### src/rtl/mem_stage_sram_ctrl.sv
// MEM stage of the 5-stage MIPS pipeline with a 16-bit external SRAM port.
// A 32-bit load or store is split into a low and a high half-word access.
// Each half is held for WAIT_CYCLES+1 cycles. While the access is in flight
// the whole pipeline is frozen. Non-memory instructions pass through unstalled.
// Optional feature: define MEM_ACCESS_CNT_EN to build the load/store counters
// rd_count and wr_count. Without it, both outputs are tied to zero.
module mem_stage_sram_ctrl #(
    parameter int unsigned BASE_ADDR   = 1024,
    parameter int unsigned WAIT_CYCLES = 1,
    parameter int unsigned SRAM_ADDR_W = 18
) (
    input  logic                   clk,
    input  logic                   rst,
    input  logic                   WB_en_in,
    input  logic                   MEM_R_EN_in,
    input  logic                   MEM_W_EN_in,
    input  logic [31:0]            ALU_result_in,
    input  logic [31:0]            ST_val_in,
    input  logic [31:0]            Dest_in,
    output logic                   WB_en,
    output logic                   MEM_R_EN,
    output logic [31:0]            ALU_result,
    output logic [31:0]            Mem_data,
    output logic [31:0]            Dest,
    output logic                   freeze,
    output logic [SRAM_ADDR_W-1:0] sram_addr,
    output logic [15:0]            sram_dq_out,
    input  logic [15:0]            sram_dq_in,
    output logic                   sram_dq_oe,
    output logic                   sram_we_n,
    output logic [31:0]            rd_count,
    output logic [31:0]            wr_count
);

    typedef enum logic [1:0] {IDLE, LOW, HIGH, DONE} state_t;

    localparam logic [3:0] WAIT_LAST = 4'(WAIT_CYCLES);

    state_t                 state, state_next;
    logic [3:0]             wait_cnt, wait_cnt_next;
    logic [SRAM_ADDR_W-1:0] addr_next;
    logic [15:0]            dq_next;
    logic                   oe_next;
    logic                   we_n_next;

    logic                   req;
    logic                   is_store;
    logic                   is_load;
    logic [31:0]            word_idx;
    logic [SRAM_ADDR_W-1:0] lo_addr;
    logic [SRAM_ADDR_W-1:0] hi_addr;
    logic                   last_wait;

    // A store takes precedence when both enables are high.
    assign req      = MEM_R_EN_in | MEM_W_EN_in;
    assign is_store = MEM_W_EN_in;
    assign is_load  = MEM_R_EN_in & ~MEM_W_EN_in;

    // Word index relative to the SRAM window. Out-of-range addresses simply wrap.
    assign word_idx = (ALU_result_in - 32'(BASE_ADDR)) >> 2;
    assign lo_addr  = SRAM_ADDR_W'({word_idx, 1'b0});
    assign hi_addr  = SRAM_ADDR_W'({word_idx, 1'b1});

    assign last_wait = (wait_cnt == WAIT_LAST);

    // The EXE/MEM fields go straight through to MEM/WB.
    assign WB_en      = WB_en_in;
    assign MEM_R_EN   = MEM_R_EN_in;
    assign ALU_result = ALU_result_in;
    assign Dest       = Dest_in;

    // The stall is released in DONE, so the pipeline advances on the DONE edge.
    assign freeze = req & (state != DONE);

    // State register and registered SRAM pins. The pins come straight from flops,
    // so they cannot glitch. The asynchronous reset drops the write strobe at once.
    always_ff @(posedge clk or posedge rst) begin
        if (rst) begin
            state       <= IDLE;
            wait_cnt    <= 4'd0;
            sram_addr   <= '0;
            sram_dq_out <= 16'd0;
            sram_dq_oe  <= 1'b0;
            sram_we_n   <= 1'b1;
        end else begin
            state       <= state_next;
            wait_cnt    <= wait_cnt_next;
            sram_addr   <= addr_next;
            sram_dq_out <= dq_next;
            sram_dq_oe  <= oe_next;
            sram_we_n   <= we_n_next;
        end
    end

    // Next-state logic. The pin values are decoded from the next state, so the
    // pins line up exactly with the state register they are stored alongside.
    always_comb begin
        state_next    = state;
        wait_cnt_next = wait_cnt;
        addr_next     = sram_addr;
        dq_next       = sram_dq_out;
        oe_next       = 1'b0;
        we_n_next     = 1'b1;

        case (state)
            IDLE: begin
                if (req) begin
                    state_next    = LOW;
                    wait_cnt_next = 4'd0;
                end
            end
            LOW: begin
                if (last_wait) begin
                    state_next    = HIGH;
                    wait_cnt_next = 4'd0;
                end else begin
                    wait_cnt_next = wait_cnt + 4'd1;
                end
            end
            HIGH: begin
                if (last_wait) begin
                    state_next    = DONE;
                    wait_cnt_next = 4'd0;
                end else begin
                    wait_cnt_next = wait_cnt + 4'd1;
                end
            end
            default: begin
                state_next = IDLE;
            end
        endcase

        if (state_next == LOW) begin
            addr_next = lo_addr;
            if (is_store) begin
                we_n_next = 1'b0;
                oe_next   = 1'b1;
                dq_next   = ST_val_in[15:0];
            end
        end else if (state_next == HIGH) begin
            addr_next = hi_addr;
            if (is_store) begin
                we_n_next = 1'b0;
                oe_next   = 1'b1;
                dq_next   = ST_val_in[31:16];
            end
        end
    end

    // Load data is captured on the last cycle of each half. Between loads it
    // keeps its value.
    always_ff @(posedge clk or posedge rst) begin
        if (rst) begin
            Mem_data <= 32'd0;
        end else if (is_load && last_wait) begin
            if (state == LOW) begin
                Mem_data[15:0] <= sram_dq_in;
            end else if (state == HIGH) begin
                Mem_data[31:16] <= sram_dq_in;
            end
        end
    end

`ifdef MEM_ACCESS_CNT_EN
    logic [31:0] rd_count_reg;
    logic [31:0] wr_count_reg;

    // Count each completed access in its DONE cycle. The counters wrap naturally.
    always_ff @(posedge clk or posedge rst) begin
        if (rst) begin
            rd_count_reg <= 32'd0;
            wr_count_reg <= 32'd0;
        end else if (state == DONE) begin
            if (is_store) begin
                wr_count_reg <= wr_count_reg + 32'd1;
            end else if (is_load) begin
                rd_count_reg <= rd_count_reg + 32'd1;
            end
        end
    end

    assign rd_count = rd_count_reg;
    assign wr_count = wr_count_reg;
`else
    assign rd_count = 32'd0;
    assign wr_count = 32'd0;
`endif

endmodule

### config.mk
export PLATFORM = sky130hd
export DESIGN_NAME = mem_stage_sram_ctrl
export DESIGN_NICKNAME = d
export VERILOG_FILES = /design/src/rtl/mem_stage_sram_ctrl.sv
export SDC_FILE = /design/constraint.sdc
export NUM_CORES = 1
export LEC_CHECK = 0
export ABC_AREA = 1
export ABC_CLOCK_PERIOD_IN_PS = 3150
export BUFFER_PORTS_ARGS = -buffer_cell sky130_fd_sc_hd__buf_2
export CAP_MARGIN = 20
export CORE_AREA = 2 2 122 124
export DETAILED_ROUTE_END_ITERATION = 8
export DIE_AREA = 0 0 124 126
export HOLD_SLACK_MARGIN = 0.08
export SLEW_MARGIN = 25
export SYNTH_ARGS = -nofsm -noshare
export SYNTH_HDL_FRONTEND = slang
export SYNTH_SLANG_ARGS = --single-unit
### constraint.sdc
create_clock -name clk -period 3.15 [get_ports clk]
set_clock_uncertainty 0.1 [all_clocks]
set_input_delay 0.4725 -clock clk [delete_from_list [all_inputs] [get_ports clk]]
set_output_delay 0.4725 -clock clk [all_outputs]
set_load 0.01 [all_outputs]
After elaboration in Yosys (flattened, before gate mapping):

Index checks and enable logic that the tools add are counted.
W data, S select, Z words.

* output and inout port bits: 199
* word-level logic and storage cells: 52
* bits in registers: 74
* input bits: 117

* reduce and logical (&&, ||, !) cells: 9
* muxes and demuxes: 19
* add/subtract/negate cells: 2
* eq/ne operators: 9
* bitwise logic cells: 5

Operators by type and width (count)
* $mux W16: 4
* $mux W18: 2
* $sub A19 B11 Y19 const B: 1
* $mux W4: 2
* $ne A2 B2 Y1 const B: 4
* $pmux W4 S2: 1
* $mux W1: 6
* $mux W2: 3
* $pmux W2 S3: 1
* $reduce_and A3 Y1: 2
* $add A4 B1 Y4 const B: 1
* $eq A2 B1 Y1 const B: 2
* $eq A2 B2 Y1 const B: 2
* $eq A4 B1 Y1 const B: 1
* $reduce_and A2 Y1: 2
* $reduce_bool A2 Y1: 2
* $and A1 B1 Y1: 2
* $logic_not A2 Y1: 1
* $not A1 Y1: 2
* $reduce_or A2 Y1: 1
* $logic_and A1 B1 Y1: 1
* $or A1 B1 Y1: 1

Logic depth before layout (Yosys ltp):

Gate-level depths: netlist of the first run.

* depth in word-level cells: 6
* mapped depth: 16
* gate-level depth less buffers: 14

Worst setup path after synthesis of the first run:

No wires, ideal clock.

* path kind: register -> register
* start: register state[0]
* end: register sram_dq_out[0]
* library setup time: 0.126 ns
* slack: 0.837 ns
* path buffers: 2
* stages on the path, launching flop included: 14
* arrival time: 2.087 ns
* data required time: 2.924 ns
* path through: dfrtp_1 -> inv_1 -> ha_1 -> nand3_1 -> nand2_1 -> inv_1 -> a21oi_1 -> inv_1 -> ha_1 -> buf_6 -> or2_4 -> a21oi_4 -> buf_4 -> o21ai_0

* cells in the longest elaborated chain, start to end: 5
* elaborated cells on any way between the ends: 14
* classes of those cells: 6 x eq/ne; 5 x mux; 3 x reduce/logical

Ends and longest elaborated chain
* start, declared: line 39 `state_t state, state_next;`
* start signal, assigned: line 86 `state <= state_next;`
* $eq A2 B2 Y1 (tied with other cells): line 105 `case (state)`
* $pmux W2 S3 (*): line 105
* via state_next[1]: line 39
* $eq A2 B2 Y1 / $eq A2 B1 Y1 (equally long branches): line 140, 133
* $ne A2 B2 Y1 (no line) / $reduce_bool A2 Y1 (equally long branches)
* $reduce_and A3 Y1 (no line)
* end signal, assigned: line 89 `sram_dq_out <= dq_next;`
* end, declared: line 27 `output logic [15:0] sram_dq_out,`

The timed path passes the listed nets; every way through them passes the cells marked *.
A chain may end at the register's enable or synchronous reset.

Final worst setup path of the first run:

* start: register state[0]
* end: register sram_dq_out[10]

Same word-level chain as after synthesis.

==> run_summary.xml, run 1 <==
<?xml version="1.0" encoding="UTF-8"?>
<metrics>
  <group name="synth">
    <metric name="synthArstFlopShare" unit="%">100</metric>
    <metric name="yosys_warnings" unit="">0</metric>
    <metric name="seq_area_frac_synth" unit="%">42.0</metric>
    <metric name="postSynthAreaPerCell" unit="sq um">7.93</metric>
    <metric name="mappedNetlistArea" unit="sq mm">0.00441</metric>
    <metric name="ys_seq_elements" unit="">74</metric>
    <metric name="syn_inst" unit="">556</metric>
    <metric name="yosysUniqueCellTypes" unit="">25</metric>
    <metric name="synth_ff_type" unit="">dfrtp_1</metric>
    <metric name="count_of_flip_flops_with_a_built_in_enable_after_synthesis" unit="">0</metric>
  </group>
  <group name="global_route">
    <metric name="top_usage_layer" unit="">met2</metric>
    <metric name="grt.met3_usage" unit="%">3.44</metric>
    <metric name="grt_antenna_before_repair" unit="">0</metric>
    <metric name="use_met1" unit="%">14.4</metric>
    <metric name="grt_pass1_wl" unit="mm">15.2</metric>
    <metric name="grt_start_max_net_pins" unit="">45</metric>
    <metric name="first_global_vias" unit="">3117</metric>
    <metric name="track_usage" unit="%">12.6</metric>
    <metric name="global_route.overflow_total" unit="">0</metric>
    <metric name="grt.met2_usage" unit="%">20.5</metric>
  </group>
  <group name="sta">
    <metric name="rsz0062_at_grt" unit="">false</metric>
    <metric name="number_of_hold_violations_in_the_final_report" unit="">0</metric>
    <metric name="setup-tns-final" unit="ns">0</metric>
    <metric name="final_period_minus_worst_setup_slack" unit="ns">2.53</metric>
    <metric name="finalCritPeriodShare" unit="%">80.4</metric>
    <metric name="final.hold.worst_slack" unit="ns">0.238</metric>
    <metric name="finalSetupViolations" unit="">0</metric>
    <metric name="transition_time_of_the_tightest_slew_check_pin" unit="ns">0.582</metric>
    <metric name="maxClockFrequency" unit="MHz">395</metric>
    <metric name="final-max-slew-violation-count" unit="">0</metric>
    <metric name="worst_slew_margin_rel" unit="%">61.0</metric>
  </group>
  <group name="critical_path">
    <metric name="start_kind" unit="">register</metric>
    <metric name="cp_data_arrival_time" unit="ns">2.68</metric>
    <metric name="timing.rr.end" unit="">sram_dq_out[10]$_DFFE_PP0P_</metric>
    <metric name="timing.critical_path.buf_inv" unit="">5</metric>
    <metric name="slowest_stage" unit="">dfrtp_1</metric>
    <metric name="timing.critical_path.max_delay_family" unit="">buffers and inverters</metric>
    <metric name="crit_type" unit="">reg2reg</metric>
    <metric name="worst_r2r_path_depth" unit="">14</metric>
    <metric name="cpPeakStageDelay" unit="ns">0.41</metric>
    <metric name="timing.critical_path.cells" unit="">inv_1 &gt; ha_1 &gt; nand3_1 &gt; nand2_1 &gt; inv_1 &gt; a21oi_1 &gt; inv_1 &gt; ha_1 &gt; buf_4 &gt; inv_1 &gt; nand2_1 &gt; nand2_1 &gt; nand2_1 &gt; o21ai_0</metric>
    <metric name="worstSetupEndpointType" unit="">register</metric>
    <metric name="r2r_setup_slack" unit="ns">0.62</metric>
    <metric name="critPathMaxFanout" unit="">18</metric>
    <metric name="crit-reg2reg-launch" unit="">state[0]$_DFF_PP0_</metric>
    <metric name="worst_ep_required_time" unit="ns">3.29</metric>
  </group>
  <group name="clocking">
    <metric name="htree_levels" unit="">3</metric>
    <metric name="worst_skew_pair.late_latency" unit="ns">0.34</metric>
    <metric name="cts-buffers-inserted" unit="">9</metric>
    <metric name="cts_num_sinks" unit="">74</metric>
    <metric name="tritoncts_clock_tree" unit="">done</metric>
    <metric name="clock_tree.root_cell" unit="">clkbuf_16</metric>
    <metric name="postcts_setup_bufs" unit="">0</metric>
    <metric name="clock_pin_slew_on_the_worst_setup_and_hold_paths" unit="ns">0.06</metric>
    <metric name="worst_case_clock_buffer_depth" unit="">2</metric>
  </group>
  <group name="cells_and_area">
    <metric name="final_net_count" unit="">773</metric>
    <metric name="num_antenna_cells" unit="">0</metric>
    <metric name="drive_above_1_share" unit="%">28.3</metric>
    <metric name="synthToLayoutAreaGrowth" unit="%">12.8</metric>
    <metric name="final_area" unit="sq mm">0.00497</metric>
  </group>
  <group name="floorplan">
    <metric name="core-area" unit="sq mm">0.0143</metric>
    <metric name="chipWidth" unit="microns">124</metric>
    <metric name="std_cell_rows" unit="">44</metric>
    <metric name="floorplan.initialDensity" unit="%">30.8</metric>
    <metric name="die_height" unit="microns">126</metric>
    <metric name="top_level_ports" unit="">316</metric>
    <metric name="fp.dieArea" unit="sq mm">0.0156</metric>
  </group>
  <group name="detailed_routing">
    <metric name="first_iter_violations" unit="">138</metric>
    <metric name="avgViaCountPerCell" unit="">3.99</metric>
    <metric name="detail_route.drc_violations" unit="">0</metric>
    <metric name="route.detailed.wl_per_inst" unit="microns">11.5</metric>
    <metric name="routed-via-count" unit="">3333</metric>
    <metric name="drt_antenna_net_count" unit="">0</metric>
    <metric name="drt-pass1-iter-count" unit="">4</metric>
    <metric name="wl" unit="mm">9.64</metric>
  </group>
  <group name="placed_design">
    <metric name="placement.io_buffers" unit="">155</metric>
    <metric name="gp_routability_congestion" unit="">0.784</metric>
    <metric name="placement.cell_area" unit="sq mm">0.00463</metric>
    <metric name="hpwlAfterDp" unit="mm">7.26</metric>
  </group>
  <group name="power">
    <metric name="power.density_cell_area" unit="mW/mm^2">1070</metric>
    <metric name="power.static_leakage" unit="uW">0.00292</metric>
    <metric name="vdd.ir_drop.worst" unit="mV">0.385</metric>
  </group>
  <group name="job">
    <metric name="cap_viol_max_count" unit="">0</metric>
  </group>
  <group name="worst_hold_path">
    <metric name="hold_depth" unit="">3</metric>
    <metric name="holdCritPathClass" unit="">in2reg</metric>
    <metric name="hold-path-endpoint" unit="">sram_addr[4]$_DFFE_PP0P_</metric>
    <metric name="min-delay-start" unit="">ALU_result_in[5]</metric>
  </group>
  <group name="status">
    <metric name="result_of_the_run" unit="">finished, final reports clean</metric>
  </group>
</metrics>
## worst max-delay path by stage
stage / from / end / slack (ns) / cells after the start
final: state[0]$_DFF_PP0_ / sram_dq_out[10]$_DFFE_PP0P_ / 0.62 / 14
after global routing: state[0]$_DFF_PP0_ / sram_dq_out[10]$_DFFE_PP0P_ / 0.21 / 14
after CTS: state[0]$_DFF_PP0_ / sram_dq_out[5]$_DFFE_PP0P_ / 0.58 / 14
after detailed placement: MEM_R_EN_in / sram_dq_out[5]$_DFFE_PP0P_ / 0.59 / 14
after global placement: MEM_R_EN_in / sram_dq_out[11]$_DFFE_PP0P_ / 0.64 / 14
after floorplan: rst / Mem_data[0]$_DFFE_PP0P_ / 0.70 / 1
## worst register-to-register path: cells and delay by family, from the launching register on
| kind | cells | cell delay [ns] |
|---|---|---|
| buf+inv | 5 | 0.82 |
| fa+ha+maj | 2 | 0.44 |
| flops | 1 | 0.41 |
| simple gates | 5 | 0.37 |
| compound gates | 2 | 0.30 |
## stage by stage
step / cells / setup slack (ns) / power, uW / utilization (%)
final: 835 / 0.617 / 5310 / 34.7
after global routing: 835 / 0.208 / 5880 / 34.7
after CTS: 835 / 0.582 / 5420 / 34.7
after detailed placement: 818 / 0.588 / 4250 / 32.4
after global placement: 818 / 0.645 / 4210 / 32.4
after floorplan: 619 / 0.698 / 3590 / -
## what timing repair did
| action | in CTS | in global routing |
|---|---|---|
| gates resized for setup | 0 | 0 |
| endpoints found under the hold margin | 29 | 0 |
| hold buffers | 1 | 0 |
## sequential cells by signal (all words and copies together) (netlist names)
register / count
sram_we_n: 1
sram_dq_out: 16
Mem_data: 32
state: 2
wait_cnt: 4
sram_dq_oe: 1
sram_addr: 18
## synth_stat cells (all sizes together) (5+ instances only)
library cell	number	area share, %
ha	10	2.8
dfrtp	73	41
nand2	166	14
a21oi	6	0.94
nor2	17	1.5
inv	60	5.1
clkbuf	5	0.43
o21ai	58	6.6
nand3	13	1.5
buf	140	24
## report_power, final
part	internal [uW]	total [uW]	switching, uW
logic	909	2560	1650
registers	1410	1620	214
clock network	700	1120	424
total	3020	5310	2290
## metal layers
layer	routed length (microns)	vias to the layer above
met3	650	34
met2	4660	138
met5	0	-
met1	3930	1482
li1	-	1679
met4	391	0
## cells in the final DEF (no fill, tap or decap), drive strengths merged, types with 2 or more instances in the layout
| master | count |
|---|---|
| ha | 10 |
| nor2 | 17 |
| conb | 64 |
| buf | 160 |
| nand2 | 166 |
| bufinv | 2 |
| inv | 61 |
| a21oi | 6 |
| clkbuf | 9 |
| dfrtp | 73 |
| o21ai | 58 |
| nand3 | 13 |
| clkinv | 4 |
## kinds of logic (layout without fill, tap and decap cells)
kind of cell | Yosys count | count (layout) | share of synthesized area (%)
AOI/OAI and AO/OA | 66 | 66 | 7.87
adders and majority gates | 10 | 10 | 2.84
buffers and inverters | 205 | 237 | 29.3
xor gates and xnor gates | 1 | 1 | 0.199
and+or+nand+nor | 199 | 199 | 17.7
DFF | 74 | 74 | 42.1
other | 1 | 64 | 0.0851
## layout make-up
type | count | area [sq um]
clock buffers | 9 | 225
clock inverters | 7 | 100
fillers | 1579 | 9340
inverters | 60 | 226
multi-input cells | 340 | 1500
flip-flops and latches | 74 | 1850
well taps | 184 | 230
repair buffers | 161 | 836
Note: power is estimated with default switching activity, not from simulation.
==> inputs of run 2 (changes only) <==
Settings changed: ABC_CLOCK_PERIOD_IN_PS 3150 to 2600.
Clock period 3.15 ns to 2.6 ns, I/O delays scaled along.
==> run 2 against run 1 <==
Compared with the run above: fmax grew 9.5%; first-iteration DRC count is 12% lower; routed wire length up 1.2%; critical path type unchanged; die area unchanged; critical path depth shrank 2; total power up 21%; clock power grew 7%.
==> run_summary.xml, run 2 (synthesis results as in run 1) <==
<?xml version="1.0" encoding="UTF-8"?>
<metrics>
  <group name="clocking">
    <metric name="clock_pin_slew_on_the_worst_setup_and_hold_paths" unit="ns">0.06</metric>
    <metric name="clock_tree.root_cell" unit="">clkbuf_16</metric>
    <metric name="tritoncts_clock_tree" unit="">done</metric>
    <metric name="htree_levels" unit="">3</metric>
    <metric name="cts_num_sinks" unit="">74</metric>
    <metric name="worst_skew_pair.late_latency" unit="ns">0.34</metric>
    <metric name="cts-buffers-inserted" unit="">9</metric>
    <metric name="postcts_setup_bufs" unit="">0</metric>
    <metric name="worst_case_clock_buffer_depth" unit="">2</metric>
  </group>
  <group name="power">
    <metric name="power.static_leakage" unit="uW">0.00290</metric>
    <metric name="vdd.ir_drop.worst" unit="mV">0.496</metric>
    <metric name="power.density_cell_area" unit="mW/mm^2">1290</metric>
  </group>
  <group name="global_route">
    <metric name="grt.met3_usage" unit="%">3.89</metric>
    <metric name="grt_pass1_wl" unit="mm">15.4</metric>
    <metric name="use_met1" unit="%">15.2</metric>
    <metric name="first_global_vias" unit="">3098</metric>
    <metric name="top_usage_layer" unit="">met2</metric>
    <metric name="grt_start_max_net_pins" unit="">49</metric>
    <metric name="track_usage" unit="%">12.8</metric>
    <metric name="global_route.overflow_total" unit="">0</metric>
    <metric name="grt_antenna_before_repair" unit="">0</metric>
    <metric name="grt.met2_usage" unit="%">20.8</metric>
  </group>
  <group name="cells_and_area">
    <metric name="num_antenna_cells" unit="">0</metric>
    <metric name="final_net_count" unit="">776</metric>
    <metric name="reg_top3" unit="">Mem_data: 32 flops, sram_addr: 18 flops, sram_dq_out: 16 flops</metric>
    <metric name="num-fill-cells" unit="">1553</metric>
    <metric name="final_cell_mix" unit="">165 x nand2_1, 155 x buf_2, 73 x dfrtp_1, 64 x conb_1, 57 x inv_1</metric>
    <metric name="largest_register_ffs" unit="">32</metric>
    <metric name="sequential_cell_area" unit="sq mm">0.00185</metric>
    <metric name="drive_above_1_share" unit="%">28.9</metric>
    <metric name="regMostFlops" unit="">Mem_data</metric>
    <metric name="synthToLayoutAreaGrowth" unit="%">12.7</metric>
    <metric name="postLayoutCoreUtil" unit="%">34.7</metric>
    <metric name="layout.cells.most_common" unit="">nand2_1</metric>
    <metric name="multi_input_comb_area" unit="sq mm">0.00151</metric>
  </group>
  <group name="sta">
    <metric name="worst_slew_margin_rel" unit="%">66.3</metric>
    <metric name="setup-tns-final" unit="ns">0</metric>
    <metric name="finalCritPeriodShare" unit="%">88.9</metric>
    <metric name="final_period_minus_worst_setup_slack" unit="ns">2.31</metric>
    <metric name="maxClockFrequency" unit="MHz">432</metric>
    <metric name="final-max-slew-violation-count" unit="">0</metric>
    <metric name="fin_worst_setup_slack" unit="ns">0.287</metric>
    <metric name="number_of_hold_violations_in_the_final_report" unit="">0</metric>
    <metric name="rsz0062_at_grt" unit="">false</metric>
    <metric name="finalSetupViolations" unit="">0</metric>
    <metric name="final.hold.worst_slack" unit="ns">0.159</metric>
    <metric name="transition_time_of_the_tightest_slew_check_pin" unit="ns">0.504</metric>
  </group>
  <group name="detailed_routing">
    <metric name="detail_route.drc_violations" unit="">0</metric>
    <metric name="routed-via-count" unit="">3375</metric>
    <metric name="drt_antenna_net_count" unit="">0</metric>
    <metric name="route.detailed.wl_per_inst" unit="microns">11.6</metric>
    <metric name="avgViaCountPerCell" unit="">4.03</metric>
    <metric name="wl" unit="mm">9.76</metric>
    <metric name="drt-pass1-iter-count" unit="">4</metric>
    <metric name="first_iter_violations" unit="">121</metric>
  </group>
  <group name="worst_hold_path">
    <metric name="min-delay-start" unit="">ALU_result_in[9]</metric>
    <metric name="holdCritPathClass" unit="">in2reg</metric>
    <metric name="hold_depth" unit="">3</metric>
    <metric name="hold-path-endpoint" unit="">sram_addr[8]$_DFFE_PP0P_</metric>
  </group>
  <group name="critical_path">
    <metric name="worst_ep_required_time" unit="ns">2.71</metric>
    <metric name="r2r_setup_slack" unit="ns">0.29</metric>
    <metric name="worstSetupEndpointType" unit="">register</metric>
    <metric name="crit-reg2reg-launch" unit="">state[1]$_DFF_PP0_</metric>
    <metric name="crit_type" unit="">reg2reg</metric>
    <metric name="cp_data_arrival_time" unit="ns">2.43</metric>
    <metric name="crit_path_start" unit="">state[1]$_DFF_PP0_</metric>
    <metric name="start_kind" unit="">register</metric>
    <metric name="worst_r2r_path_depth" unit="">12</metric>
    <metric name="critPathMaxFanout" unit="">32</metric>
    <metric name="timing.rr.end" unit="">sram_dq_out[14]$_DFFE_PP0P_</metric>
  </group>
  <group name="placed_design">
    <metric name="place_ws" unit="ns">0.209</metric>
    <metric name="placement.io_buffers" unit="">155</metric>
    <metric name="hpwlAfterDp" unit="mm">7.35</metric>
    <metric name="gp_routability_congestion" unit="">0.803</metric>
  </group>
  <group name="floorplan">
    <metric name="chipWidth" unit="microns">124</metric>
    <metric name="die_height" unit="microns">126</metric>
    <metric name="floorplan.initialDensity" unit="%">30.8</metric>
    <metric name="core-area" unit="sq mm">0.0143</metric>
    <metric name="top_level_ports" unit="">316</metric>
    <metric name="fp.dieArea" unit="sq mm">0.0156</metric>
    <metric name="std_cell_rows" unit="">44</metric>
  </group>
  <group name="status">
    <metric name="result_of_the_run" unit="">finished, final reports clean</metric>
  </group>
  <group name="job">
    <metric name="cap_viol_max_count" unit="">0</metric>
  </group>
</metrics>
[run 2: cell count changes in the layout (fill, tap and decap cells not counted), moves of 2 or more]
cell,before,now
clkinv_4,2,0
inv_6,2,4
buf_4,4,6
bufinv_16,2,0
clkinvlp_4,0,3
[run 2: through the flow]
stage	cells	total power, uW	instance area, sq um
2_1_floorplan	619	4350	4640
3_5_place_dp	821	5320	4670
3_3_place_gp	821	5220	4670
5_1_grt	838	7110	4970
4_1_cts	838	6550	4960
6_report	838	6420	4970
[run 2: layer usage]
layer  part of all wire (%)  up-vias  wire length (microns)
met1                     41     1521                   4050
met5                      0        -                      0
met3                    6.5       32                    635
met4                    3.2        0                    317
met2                     49      139                   4760
li1                       -     1683                      -
[run 2: power breakdown]
part / switching [uW] / total, uW / internal [uW]
sequential: 267 / 1970 / 1710
clock: 539 / 1200 / 660
combinational: 2010 / 3250 / 1230
total: 2820 / 6420 / 3600
[run 2: worst max-delay path by stage]
stage                     slack, ns                          end
after global routing          0.006   sram_dq_out[0]$_DFFE_PP0P_
after detailed placement       0.21  sram_dq_out[14]$_DFFE_PP0P_
after global placement         0.29  sram_dq_out[12]$_DFFE_PP0P_
after floorplan                0.23      Mem_data[0]$_DFFE_PP0P_
after CTS                      0.19  sram_dq_out[11]$_DFFE_PP0P_
final                          0.29  sram_dq_out[14]$_DFFE_PP0P_
[run 2: worst max-delay path, stage by stage, from the launching register on]
cell and delay (ns):
dfrtp_1 0.43, inv_1 0.12, ha_2 0.22, nand3_1 0.08, nand2_1 0.07, inv_1 0.04
a21oi_2 0.16, inv_1 0.06, ha_1 0.22, or2_4 0.26, a21oi_4 0.14, buf_12 0.18
o21ai_0 0.09
[run 2: layout make-up]
class	instances	share of cell area [%]
flip-flops and latches	74	37.3
multi-input cells	340	30.3
repair buffers	164	17.5
well taps	184	4.63
inverters	60	4.56
clock buffers	9	4.53
clock inverters	7	1.16
[run 2: what timing repair did]
action,CTS,global route
endpoints found under the setup margin,0,14
endpoints found under the hold margin,26,0
hold buffers,1,0
gates resized for setup,0,3
